`src/rtl/trail_stack.sv`:
```
// trail_stack: LIFO of DATA_W-bit literals, each tagged with a decision bit, tracking
// the current decision level. Supports single pop, push+pop replace-top, and a
// multi-cycle backtrack-to-level that streams one removed entry per cycle.
// Optional feature macro: TRAIL_STACK_PEAK_EN adds i_peak_clear / o_peak_count
// (high-water mark of occupancy since reset).
module trail_stack #(
  parameter int unsigned DATA_W  = 8,
  parameter int unsigned DEPTH   = 64,
  parameter int unsigned LEVEL_W = 8,
  localparam int unsigned CNT_W  = $clog2(DEPTH + 1)
) (
  input  logic               i_clock,
  input  logic               i_reset_n,
  input  logic               i_push,
  input  logic [DATA_W-1:0]  i_push_data,
  input  logic               i_push_decision,
  input  logic               i_pop,
  input  logic               i_backtrack,
  input  logic [LEVEL_W-1:0] i_bt_level,
`ifdef TRAIL_STACK_PEAK_EN
  input  logic               i_peak_clear,
  output logic [CNT_W-1:0]   o_peak_count,
`endif
  output logic               o_pop_valid,
  output logic [DATA_W-1:0]  o_pop_data,
  output logic               o_pop_decision,
  output logic [DATA_W-1:0]  o_top_data,
  output logic [CNT_W-1:0]   o_count,
  output logic [LEVEL_W-1:0] o_level,
  output logic               o_full,
  output logic               o_empty,
  output logic               o_busy,
  output logic               o_bt_done,
  output logic               o_overflow,
  output logic               o_underflow
);

  localparam int unsigned IDX_W = $clog2(DEPTH);
  localparam logic [CNT_W-1:0]   CNT_FULL = CNT_W'(DEPTH);
  localparam logic [LEVEL_W-1:0] LVL_MAX  = '1;

  typedef enum logic [0:0] {StIdle, StBacktrack} state_e;

  // Storage entry: {decision, literal}
  logic [DATA_W:0]    r_mem [DEPTH];

  state_e             r_state, w_state_d;
  logic [CNT_W-1:0]   r_count, w_count_d;
  logic [LEVEL_W-1:0] r_level, w_level_d;
  logic [LEVEL_W-1:0] r_bt_level, w_bt_level_d;
  logic               r_pop_valid, w_pop_valid_d;
  logic [DATA_W-1:0]  r_pop_data, w_pop_data_d;
  logic               r_pop_dec, w_pop_dec_d;
  logic               r_bt_done, w_bt_done_d;
  logic               r_overflow, w_overflow_d;
  logic               r_underflow, w_underflow_d;

  logic               w_empty;
  logic               w_full;
  logic [IDX_W-1:0]   w_top_idx;
  logic [DATA_W:0]    w_top_entry;
  logic               w_we;
  logic [IDX_W-1:0]   w_widx;
  logic [LEVEL_W-1:0] w_lvl_tmp;

  assign w_empty     = (r_count == '0);
  assign w_full      = (r_count == CNT_FULL);
  // Wraps to DEPTH-1 when count==DEPTH and DEPTH is a power of two.
  assign w_top_idx   = r_count[IDX_W-1:0] - IDX_W'(1);
  assign w_top_entry = r_mem[w_top_idx];

  function automatic logic [LEVEL_W-1:0] lvl_inc(input logic [LEVEL_W-1:0] l);
    return (l == LVL_MAX) ? l : l + LEVEL_W'(1);
  endfunction

  function automatic logic [LEVEL_W-1:0] lvl_dec(input logic [LEVEL_W-1:0] l);
    return (l == '0) ? l : l - LEVEL_W'(1);
  endfunction

  // Next-state logic: IDLE priority is backtrack > push/pop; BACKTRACK removes one entry per cycle
  always_comb begin
    w_state_d     = r_state;
    w_count_d     = r_count;
    w_level_d     = r_level;
    w_bt_level_d  = r_bt_level;
    w_pop_valid_d = 1'b0;
    w_pop_data_d  = r_pop_data;
    w_pop_dec_d   = r_pop_dec;
    w_bt_done_d   = 1'b0;
    w_overflow_d  = r_overflow;
    w_underflow_d = r_underflow;
    w_we          = 1'b0;
    w_widx        = r_count[IDX_W-1:0];
    w_lvl_tmp     = r_level;

    unique case (r_state)
      StIdle: begin
        if (i_backtrack) begin
          if (i_bt_level >= r_level) begin
            w_bt_done_d = 1'b1;
          end else begin
            w_state_d    = StBacktrack;
            w_bt_level_d = i_bt_level;
          end
        end else if (i_push && i_pop && !w_empty) begin
          // Replace top: emit old entry, overwrite in place
          w_we          = 1'b1;
          w_widx        = w_top_idx;
          w_pop_valid_d = 1'b1;
          w_pop_data_d  = w_top_entry[DATA_W-1:0];
          w_pop_dec_d   = w_top_entry[DATA_W];
          w_lvl_tmp     = w_top_entry[DATA_W] ? lvl_dec(r_level) : r_level;
          w_level_d     = i_push_decision ? lvl_inc(w_lvl_tmp) : w_lvl_tmp;
        end else if (i_push) begin
          if (w_full) begin
            w_overflow_d = 1'b1;
          end else begin
            w_we      = 1'b1;
            w_count_d = r_count + CNT_W'(1);
            w_level_d = i_push_decision ? lvl_inc(r_level) : r_level;
          end
        end else if (i_pop) begin
          if (w_empty) begin
            w_underflow_d = 1'b1;
          end else begin
            w_pop_valid_d = 1'b1;
            w_pop_data_d  = w_top_entry[DATA_W-1:0];
            w_pop_dec_d   = w_top_entry[DATA_W];
            w_count_d     = r_count - CNT_W'(1);
            w_level_d     = w_top_entry[DATA_W] ? lvl_dec(r_level) : r_level;
          end
        end
      end

      StBacktrack: begin
        if (w_empty) begin
          w_bt_done_d = 1'b1;
          w_state_d   = StIdle;
        end else begin
          w_pop_valid_d = 1'b1;
          w_pop_data_d  = w_top_entry[DATA_W-1:0];
          w_pop_dec_d   = w_top_entry[DATA_W];
          w_count_d     = r_count - CNT_W'(1);
          w_level_d     = w_top_entry[DATA_W] ? lvl_dec(r_level) : r_level;
          // Last removal: a decision entry bringing level down to target, or stack drained
          if ((w_top_entry[DATA_W] && (w_level_d == r_bt_level)) || (r_count == CNT_W'(1))) begin
            w_bt_done_d = 1'b1;
            w_state_d   = StIdle;
          end
        end
      end

      default: w_state_d = StIdle;
    endcase
  end

  // Control and output registers, asynchronously reset
  always_ff @(posedge i_clock or negedge i_reset_n) begin
    if (!i_reset_n) begin
      r_state     <= StIdle;
      r_count     <= '0;
      r_level     <= '0;
      r_bt_level  <= '0;
      r_pop_valid <= 1'b0;
      r_pop_data  <= '0;
      r_pop_dec   <= 1'b0;
      r_bt_done   <= 1'b0;
      r_overflow  <= 1'b0;
      r_underflow <= 1'b0;
    end else begin
      r_state     <= w_state_d;
      r_count     <= w_count_d;
      r_level     <= w_level_d;
      r_bt_level  <= w_bt_level_d;
      r_pop_valid <= w_pop_valid_d;
      r_pop_data  <= w_pop_data_d;
      r_pop_dec   <= w_pop_dec_d;
      r_bt_done   <= w_bt_done_d;
      r_overflow  <= w_overflow_d;
      r_underflow <= w_underflow_d;
    end
  end

  // Storage array write port; contents deliberately not reset
  always_ff @(posedge i_clock) begin
    if (w_we) begin
      r_mem[w_widx] <= {i_push_decision, i_push_data};
    end
  end

`ifdef TRAIL_STACK_PEAK_EN
  logic [CNT_W-1:0] r_peak;

  // High-water mark of occupancy; clear snaps it to the current count
  always_ff @(posedge i_clock or negedge i_reset_n) begin
    if (!i_reset_n) begin
      r_peak <= '0;
    end else if (i_peak_clear) begin
      r_peak <= r_count;
    end else if (w_count_d > r_peak) begin
      r_peak <= w_count_d;
    end
  end

  assign o_peak_count = r_peak;
`endif

  assign o_pop_valid    = r_pop_valid;
  assign o_pop_data     = r_pop_data;
  assign o_pop_decision = r_pop_dec;
  assign o_top_data     = w_empty ? '0 : w_top_entry[DATA_W-1:0];
  assign o_count        = r_count;
  assign o_level        = r_level;
  assign o_full         = w_full;
  assign o_empty        = w_empty;
  assign o_busy         = (r_state == StBacktrack);
  assign o_bt_done      = r_bt_done;
  assign o_overflow     = r_overflow;
  assign o_underflow    = r_underflow;

endmodule
```
`config.mk`:
```
export PLATFORM = sky130hd
export DESIGN_NAME = trail_stack
export DESIGN_NICKNAME = d
export VERILOG_FILES = /design/src/rtl/trail_stack.sv
export SDC_FILE = /design/constraint.sdc
export NUM_CORES = 1
export LEC_CHECK = 0
export ABC_CLOCK_PERIOD_IN_PS = 7000
export BUFFER_PORTS_ARGS = -buffer_cell sky130_fd_sc_hd__buf_2
export CORE_ASPECT_RATIO = 0.75
export CORE_MARGIN = 2
export CORE_UTILIZATION = 40
export DETAILED_ROUTE_END_ITERATION = 7
export GPL_ROUTABILITY_DRIVEN = 0
export PLACE_DENSITY_LB_ADDON = 0.15
export SYNTH_ARGS = -nofsm -noshare
export SYNTH_HDL_FRONTEND = slang
export SYNTH_SLANG_ARGS = --single-unit
```
`constraint.sdc`:
```
create_clock -name i_clock -period 7 [get_ports i_clock]
set_input_delay 0.35 -clock i_clock [delete_from_list [all_inputs] [get_ports i_clock]]
set_output_delay 0.35 -clock i_clock [all_outputs]
set_load 0.02 [all_outputs]
```
==> flow_metrics.env, run 1 <==
export IMPL_hold_depth=3
export IMPL_die_h_um=222
export IMPL_setup_worst_path_start_class="flop"
export IMPL_period_share_pct=75.9
export IMPL_clock_latency_ns=0.62
export IMPL_area_growth_pct=13.6
export IMPL_power_leakage_nw=9.27
export IMPL_min_from="i_backtrack"
export IMPL_worst_setup_path_end_kind="output port"
export IMPL_rsz0062_at_grt="no"
export IMPL_ys_warn_count=0
export IMPL_antenna_found_initial=3
export IMPL_synthTopCellsByArea="edfxtp_1 68%, mux4_2 16%, dfrtp_1 3.7%"
export IMPL_worstMarginPinSlew_ns=1.22
export IMPL_netlist_area_mm2=0.0254
export IMPL_fmax_mhz=188
export IMPL_yosysTopAreaCell="edfxtp_1"
export IMPL_slew_viol_final=0
export IMPL_drive_gt1_share_pct=27.8
export IMPL_synth_compound_area_share_pct=3.26
export IMPL_ys_ff_latch=613
export IMPL_crit_arrival_ns=4.96
export IMPL_fin_nets=1497
export IMPL_drt_iter0_drc=1044
export IMPL_synthMuxAreaShare_pct=17.0
export IMPL_ant_nets=0
export IMPL_async_reset_ff_share_pct=6.04
export IMPL_synth_simple_area_share_pct=4.67
export IMPL_fp_coreArea_mm2=0.0624
export IMPL_synthFlopType="edfxtp_1"
export IMPL_synth_avg_cell_area_um2=19.1
export IMPL_portBuffers=60
export IMPL_synth_most_common_cell="edfxtp_1"
export IMPL_fin_skew_ns=0.0242
export IMPL_hpwlAfterDp_um=39600
export IMPL_holdPathEnd="o_bt_done"
export IMPL_drt_total_wl_um=62800
export IMPL_rr_startpoint="o_count[0]"
export IMPL_numCtsBuffers=58
export IMPL_cellPowerDensity_mw_per_mm2=450
export IMPL_die_width_um=295
export IMPL_postCtsSetupRepairBufs=0
export IMPL_tns_ns=0
export IMPL_grt_overflow=0
export IMPL_wl_per_cell_um=26.7
export IMPL_setup_viol=0
export IMPL_fillers=5272
export IMPL_reg2reg_depth=13
export IMPL_grt_max_degree=71
export IMPL_grt_pass1_vias=13200
export IMPL_first_pass_iters=5
export IMPL_yosysSeqAreaShare_pct=71.9
export IMPL_worstSetupStartpoint="o_count[0]"
export IMPL_status="finished, final reports clean"
export IMPL_tritoncts="built"
export IMPL_synth_xor_area_share_pct=1.04
export IMPL_yosys_area_share_adder_pct=0.691
export IMPL_maxCapViolations=0
export IMPL_clk_pin_slew_ns=0.07
export IMPL_rrSetupSlack_ns=1.73
export IMPL_netlist_area_leader_share_pct=68.2
export IMPL_cp_max_fo=45
export IMPL_grt_use_total_pct=19.4
export IMPL_r2r_end="o_level[4]"
export IMPL_vias_per_cell=5.60
export IMPL_yosysUniqueCellTypes=67
export IMPL_syn_nets=1363
export IMPL_critical_path_class="reg2out"
export IMPL_synth_edff_count=576
export IMPL_synthCells=1327
export IMPL_die_area_mm2=0.0654
export IMPL_core_rowCount=79
export IMPL_hold_slack_ns=0.110
export IMPL_drcViolationCount=0
export IMPL_synth_top_family_by_area="multiplexers"
export IMPL_vias=13200
export IMPL_slew_headroom_pct=18.8
export IMPL_num_io_pins=61
export IMPL_cp_required_ns=6.65
export IMPL_initial_core_util_pct=40.7
export IMPL_ir_worst_vdd_uv=368
export IMPL_final_hold_viol_count=0
export IMPL_cts_resized_gates=0
export IMPL_cts_hold_buf=10
export IMPL_clock_path_buffers=3
export IMPL_cts_root_buffer="clkbuf_16"
export IMPL_period_minus_slack_ns=5.31
export IMPL_hold_class="in2reg"
export IMPL_cts_sinks=613
export IMPL_ctsHtreeMaxLevel=2
export IMPL_grt_pass1_wl_um=92000
export IMPL_synth_commonest_cells="576 x edfxtp_1, 184 x mux4_2, 106 x nor2_1"
## worst max-delay path by stage
stage                    endpoint  slack (ns)  depth (start not counted)
finish              o_top_data[6]        1.69                          9
global route           o_level[7]        1.30                         13
CTS                 o_top_data[2]        1.60                          9
detailed placement     o_level[7]        1.74                         13
global placement       o_level[7]        1.76                         13
floorplan           o_top_data[0]        1.84                         13
## kinds of logic after synthesis
group | count (synthesis)
DFF | 613
and+or+nand+nor | 263
muxes | 199
AOI/OAI and AO/OA | 122
buffers and inverters | 91
xor gates and xnor gates | 25
adders and majority gates | 14
## metrics by stage
stage | utilization, % | setup WS, ns | cells | total power [mW] | instance area, µm²
2_1_floorplan | - | 1.84 | 1327 | 8.24 | 25400
3_3_place_gp | 43.3 | 1.76 | 2241 | 10.2 | 27000
3_5_place_dp | 43.3 | 1.74 | 2241 | 10.2 | 27000
4_1_cts | 46.2 | 1.60 | 2349 | 13.1 | 28800
5_1_grt | 46.2 | 1.30 | 2349 | 13.6 | 28800
6_report | 46.2 | 1.69 | 2350 | 13.0 | 28800
## power breakdown
| part | internal (mW) | leakage (nW) | switching [mW] |
|---|---|---|---|
| logic | 2.43 | 2.84 | 3.30 |
| registers | 4.15 | 5.63 | 0.224 |
| clock network | 1.55 | 0.806 | 1.31 |
| total | 8.13 | 9.27 | 4.83 |
## final cells by class
type / count / area (µm²) / area share [%]
sequential: 613 / 18200 / 63.3
timing repair buffer: 144 / 968 / 3.36
clock inverter: 24 / 159 / 0.552
tap: 850 / 1060 / 3.69
clock buffer: 74 / 1510 / 5.25
inverter: 21 / 78.8 / 0.274
multi-input combinational: 623 / 6800 / 23.6
antenna: 1 / 2.50 / 0.00869
## layer usage
layer	track usage (%)	routed length [µm]	vias up
met4	3.97	971	0
met3	5.23	5120	72
met5	0	0	-
met1	29.0	28400	7021
met2	28.6	28200	384
li1	-	-	5682
## cell usage in the layout (no fill, tap or decap), types with 18 or more instances in the layout
master,count
buf_2,60
clkbuf_16,58
buf_4,73
nor2_1,106
o21ai_0,28
a21oi_1,26
inv_1,18
nand2_1,78
dfrtp_1,36
edfxtp_1,576
mux4_2,184
## worst max-delay path, cell delays in order, from the launching register on
cell and delay, ns:
dfrtp_4 0.65, inv_1 0.25, ha_4 0.79, buf_4 0.41, buf_4 0.35, mux4_2 0.37, mux4_2 0.59, mux4_2 0.56
and2_1 0.18, buf_2 0.15
## state kept, by name (all words and copies together) (netlist names), named ones only
signal / cells
r_mem: 576
o_level: 8
o_pop_data: 8
r_bt_level: 8
o_count: 7
o_bt_done: 1
o_busy: 1
o_overflow: 1
o_pop_valid: 1
o_underflow: 1
No activity file was read; power rests on OpenSTA's default activity.
==> run 2, diff against run 1 <==
ABC_CLOCK_PERIOD_IN_PS = 5500   (was 7000)
clock period = 5.5 ns   (was 7 ns; I/O delays follow)
==> run 2 against run 1 <==
Net effect:
- largest power group unchanged
- total power is 30% higher
- die area stayed put
- first-iteration DRC count is 27% higher
- register-to-register slack worse by 0.82 ns
- clock skew is 0.0024 ns higher
==> flow_metrics.env, run 2 (synthesis results as in run 1) <==
export IMPL_r2r_end="o_busy"
export IMPL_ant_nets=0
export IMPL_hold_class="in2reg"
export IMPL_layout_common_cells="576 x edfxtp_1, 184 x mux4_2, 106 x nor2_1"
export IMPL_period_share_pct=92.1
export IMPL_rrSetupSlack_ns=0.91
export IMPL_fin_skew_ns=0.0265
export IMPL_fillers=5261
export IMPL_slew_headroom_pct=22.8
export IMPL_area_growth_pct=13.6
export IMPL_ctsHtreeMaxLevel=2
export IMPL_wl_met2_um=27300
export IMPL_tns_ns=0
export IMPL_rsz0062_at_grt="no"
export IMPL_post_route_util_pct=46.2
export IMPL_initial_core_util_pct=40.7
export IMPL_crit_arrival_ns=4.79
export IMPL_wl_per_cell_um=27.0
export IMPL_placed_area_mm2=0.0268
export IMPL_endpoint="o_top_data[6]"
export IMPL_cts_root_buffer="clkbuf_16"
export IMPL_worstSetupStartpoint="o_count[0]"
export IMPL_worst_setup_path_end_kind="output port"
export IMPL_wl_met3_um=3980
export IMPL_grt_overflow=0
export IMPL_die_area_mm2=0.0654
export IMPL_dp_cells=2214
export IMPL_clk_pin_slew_ns=0.06
export IMPL_grt_pass1_vias=12900
export IMPL_status="finished, final reports clean"
export IMPL_cp_max_fo=50
export IMPL_top_register="r_mem"
export IMPL_drt_met1_wl_um=30600
export IMPL_drt_iter0_drc=1327
export IMPL_layout_setup_ws_ns=0.434
export IMPL_hpwlAfterDp_um=39200
export IMPL_grt_max_degree=74
export IMPL_setup_worst_path_start_class="flop"
export IMPL_clock_latency_ns=0.63
export IMPL_cp_required_ns=5.22
export IMPL_cellPowerDensity_mw_per_mm2=587
export IMPL_drt_total_wl_um=62900
export IMPL_period_minus_slack_ns=5.07
export IMPL_regArea_mm2=0.0182
export IMPL_worstMarginPinSlew_ns=1.15
export IMPL_instances_no_fill=2330
export IMPL_maxCapViolations=0
export IMPL_pre_cts_ws_ns=0.936
export IMPL_hold_slack_ns=0.140
export IMPL_mostFrequentLayoutCell="edfxtp_1"
export IMPL_fin_nets=1473
export IMPL_multi_input_area_mm2=0.00679
export IMPL_largest_reg_flops=576
export IMPL_drive_gt1_share_pct=27.1
export IMPL_grt_use_total_pct=19.4
export IMPL_reg2reg_depth=13
export IMPL_final_hold_viol_count=0
export IMPL_power_leakage_nw=9.24
export IMPL_ir_worst_vdd_uv=400
export IMPL_first_pass_iters=5
export IMPL_tritoncts="built"
export IMPL_rr_startpoint="o_count[1]"
export IMPL_cts_sinks=613
export IMPL_fp_coreArea_mm2=0.0624
export IMPL_portBuffers=60
export IMPL_grt_pass1_wl_um=92000
export IMPL_final_area_mm2=0.0288
export IMPL_numCtsBuffers=60
export IMPL_drcViolationCount=0
export IMPL_vias=13000
export IMPL_die_width_um=295
export IMPL_n_antenna_cell=0
export IMPL_postCtsSetupRepairBufs=0
export IMPL_die_h_um=222
export IMPL_num_io_pins=61
export IMPL_critical_path_class="reg2out"
export IMPL_vias_per_cell=5.60
export IMPL_setup_viol=0
export IMPL_clock_path_buffers=3
export IMPL_highest_layer="met5"
export IMPL_core_rowCount=79
export IMPL_fmax_mhz=197
export IMPL_p_total_mw=16.9
export IMPL_slew_viol_final=0
export IMPL_antenna_found_initial=5
==> run 2: layout make-up <==
class,count,share of cell area (%)
clock buffer,71,5.36
inverter,21,0.274
sequential,613,63.3
clock inverter,34,1.13
multi-input combinational,623,23.6
timing repair buffer,118,2.69
tap,850,3.69
==> run 2: worst max-delay path: stages (launching register included) <==
cell and delay [ns]:
dfrtp_4 0.43, buf_4 0.76, buf_4 0.69, mux4_2 0.64
mux4_2 0.61, mux4_2 0.58, and2_1 0.19, buf_2 0.15
==> run 2: timing repair <==
| action | 4_1_cts | 5_1_grt |
|---|---|---|
| gates resized for setup | 0 | 0 |
| endpoints found under the hold margin | 57 | 0 |
| hold buffers | 11 | 0 |
==> run 2: how the worst min path moves through the flow <==
stage,from,end,slack [ns],cells past startpoint
final,i_pop,o_count[6],0.14,5
after floorplan,i_reset_n,asynchronous set/reset pin,-0.02,0
after global routing,i_pop,o_count[6],0.18,5
after CTS,i_pop,o_count[6],0.12,5
after detailed placement,o_underflow,o_underflow,0.46,1
after global placement,o_underflow,o_underflow,0.45,1
==> run 2: routing by layer <==
metal  track usage, %  vias to the layer above
li1                 -                     5628
met4             4.15                        2
met5                0                        -
met1             31.5                     6921
met3             3.53                       77
met2             27.2                      416
==> run 2: where the power goes <==
group	total [mW]	switching, mW	internal (mW)
Combinational	7.41	4.30	3.11
Clock	3.99	1.73	2.27
Sequential	5.49	0.207	5.28
==> run 3, diff against run 2 <==
ABC_AREA = 1   (was unset)
==> run 3 against run 2 <==
Net effect:
- combinational power up 17%
- setup slack better by 0.33 ns
- clock power about the same
- via count up 35%
- hold slack better by 0.023 ns
- final cell count up 33%
- die area up 1.6%
- sequential share of layout area down 0.74 points
- largest power group unchanged
==> flow_metrics.env, run 3 <==
export IMPL_status="finished, final reports clean"
export IMPL_grt_pass1_wl_um=109000
export IMPL_period_minus_slack_ns=4.73
export IMPL_tritoncts="built"
export IMPL_power_leakage_nw=9.68
export IMPL_critical_path_class="reg2reg"
export IMPL_cellPowerDensity_mw_per_mm2=622
export IMPL_synth_commonest_cells="576 x edfxtp_1, 362 x nor2_1, 301 x o21ai_0"
export IMPL_n_antenna_cell=0
export IMPL_cp_max_fo=46
export IMPL_vias=17600
export IMPL_rrSetupSlack_ns=0.77
export IMPL_vias_per_cell=5.69
export IMPL_tns_ns=0
export IMPL_synth_most_common_cell="edfxtp_1"
export IMPL_area_growth_pct=13.0
export IMPL_cp_required_ns=5.75
export IMPL_period_share_pct=86.0
export IMPL_ant_nets=0
export IMPL_clk_pin_slew_ns=0.06
export IMPL_fp_coreArea_mm2=0.0637
export IMPL_final_hold_viol_count=0
export IMPL_slew_headroom_pct=24.2
export IMPL_fin_skew_ns=0.0212
export IMPL_first_pass_iters=5
export IMPL_setup_viol=0
export IMPL_antenna_found_initial=0
export IMPL_crit_arrival_ns=4.98
export IMPL_top_register="r_mem"
export IMPL_num_io_pins=61
export IMPL_holdPathEnd="o_underflow"
export IMPL_ys_warn_count=0
export IMPL_rr_startpoint="o_count[0]"
export IMPL_placed_area_mm2=0.0272
export IMPL_mostFrequentLayoutCell="edfxtp_1"
export IMPL_wl_per_cell_um=23.6
export IMPL_setup_worst_path_start_class="flop"
export IMPL_slew_viol_final=0
export IMPL_numCtsBuffers=58
export IMPL_syn_nets=2174
export IMPL_grt_overflow=0
export IMPL_hold_depth=3
export IMPL_initial_core_util_pct=40.5
export IMPL_ys_ff_latch=613
export IMPL_synthTopCellsByArea="edfxtp_1 67%, o21ai_0 5.8%, nor2_1 5.3%"
export IMPL_hold_class="in2reg"
export IMPL_ctsHtreeMaxLevel=2
export IMPL_synth_avg_cell_area_um2=12.1
export IMPL_synth_edff_count=576
export IMPL_async_reset_ff_share_pct=6.04
export IMPL_rsz0062_at_grt="no"
export IMPL_final_area_mm2=0.0291
export IMPL_die_h_um=224
export IMPL_clock_latency_ns=0.62
export IMPL_largest_reg_flops=576
export IMPL_yosysSeqAreaShare_pct=70.7
export IMPL_yosysTopAreaCell="edfxtp_1"
export IMPL_fmax_mhz=211
export IMPL_portBuffers=60
export IMPL_yosysUniqueCellTypes=40
export IMPL_r2r_end="r_mem[21][7]"
export IMPL_drcViolationCount=0
export IMPL_netlist_area_mm2=0.0258
export IMPL_netlist_area_leader_share_pct=67.1
export IMPL_cts_sinks=613
export IMPL_worstMarginPinSlew_ns=1.13
export IMPL_min_from="i_push"
export IMPL_core_rowCount=80
export IMPL_layout_common_cells="576 x edfxtp_1, 362 x nor2_1, 301 x o21ai_0"
export IMPL_worst_setup_path_end_kind="flop"
export IMPL_drt_total_wl_um=73200
export IMPL_clock_path_buffers=3
export IMPL_drive_gt1_share_pct=11.3
export IMPL_grt_max_degree=208
export IMPL_hpwlAfterDp_um=43200
export IMPL_die_width_um=297
export IMPL_grt_pass1_vias=16800
export IMPL_synthCells=2138
export IMPL_drt_iter0_drc=1936
export IMPL_reg2reg_depth=14
export IMPL_fin_nets=2226
export IMPL_cts_root_buffer="clkbuf_16"
export IMPL_fillers=5840
export IMPL_synthFlopType="edfxtp_1"
export IMPL_maxCapViolations=0
export IMPL_die_area_mm2=0.0665
export IMPL_ir_worst_vdd_uv=652
export IMPL_grt_use_total_pct=21.7
export IMPL_postCtsSetupRepairBufs=0
-- run 3: power breakdown --
| part | leakage (nW) | switching [mW] | internal (mW) | total (mW) |
|---|---|---|---|---|
| Sequential | 5.62 | 0.179 | 5.28 | 5.45 |
| Clock | 0.917 | 1.75 | 2.27 | 4.02 |
| Combinational | 3.14 | 6.28 | 2.36 | 8.64 |
-- run 3: per-layer routing --
| layer | part of all wire, % | up-vias | wire, µm | track usage [%] |
|---|---|---|---|---|
| li1 | - | 8030 | - | - |
| met1 | 46 | 8796 | 33800 | 32.5 |
| met2 | 42 | 716 | 31000 | 31.2 |
| met3 | 8.9 | 98 | 6540 | 5.30 |
| met4 | 2.6 | 0 | 1880 | 6.21 |
| met5 | 0 | - | 0 | 0 |
-- run 3: how the worst max path moves through the flow --
stage / slack (ns) / to / start / cells after the start
6_report: 0.77 / r_mem[21][7] / o_count[0] / 14
5_1_grt: 0.58 / r_mem[21][4] / o_count[0] / 14
4_1_cts: 0.82 / r_mem[21][7] / o_count[0] / 14
3_5_place_dp: 0.83 / r_mem[21][4] / o_count[0] / 14
3_3_place_gp: 0.97 / r_mem[21][7] / o_count[0] / 14
2_1_floorplan: 0.97 / r_mem[40][0] / o_count[0] / 21
-- run 3: layout make-up --
type,count,area [µm²],area share [%]
clock inverters,37,379,1.30
repair buffers,122,853,2.93
inverters,73,284,0.975
clock buffers,71,1500,5.15
well taps,861,1080,3.70
multi-input cells,1322,6820,23.4
flip-flops and latches,613,18200,62.6
-- run 3: logic make-up after synthesis --
logic type      after synthesis  synth area share (%)
flops                       613                  70.7
simple gates                756                  12.5
fa+ha+maj                    14                 0.680
xor+xnor                     15                 0.539
compound gates              537                  12.5
buf+inv                     203                  3.15
-- run 3: metrics by stage --
stage	utilization, %	worst slack [ns]	total power [mW]	hold slack (ns)	cells
2_1_floorplan	-	0.971	10.9	-0.0206	2138
3_3_place_gp	42.7	0.975	14.0	0.460	2981
3_5_place_dp	42.7	0.831	14.1	0.469	2981
4_1_cts	45.8	0.825	18.1	0.131	3099
5_1_grt	45.8	0.583	19.2	0.183	3099
6_report	45.8	0.769	18.1	0.164	3099
-- run 3: timing repair --
action / in CTS / in global routing
gates resized for setup: 0 / 0
hold buffers: 10 / 0
hold endpoints to repair: 46 / 0
-- run 3: critical path: stages (launching register included) --
cell     delay, ns
dfrtp_4       0.51
inv_8         0.22
ha_4          0.19
nand2_2       0.09
nor2_4        0.13
nand2_2       0.10
nor2_4        0.09
nor2_1        0.06
nand2_1       0.13
inv_2         0.12
nand2_1       0.37
o21ai_2       0.23
inv_1         0.31
nand4_1       0.78
nor2_1        1.01
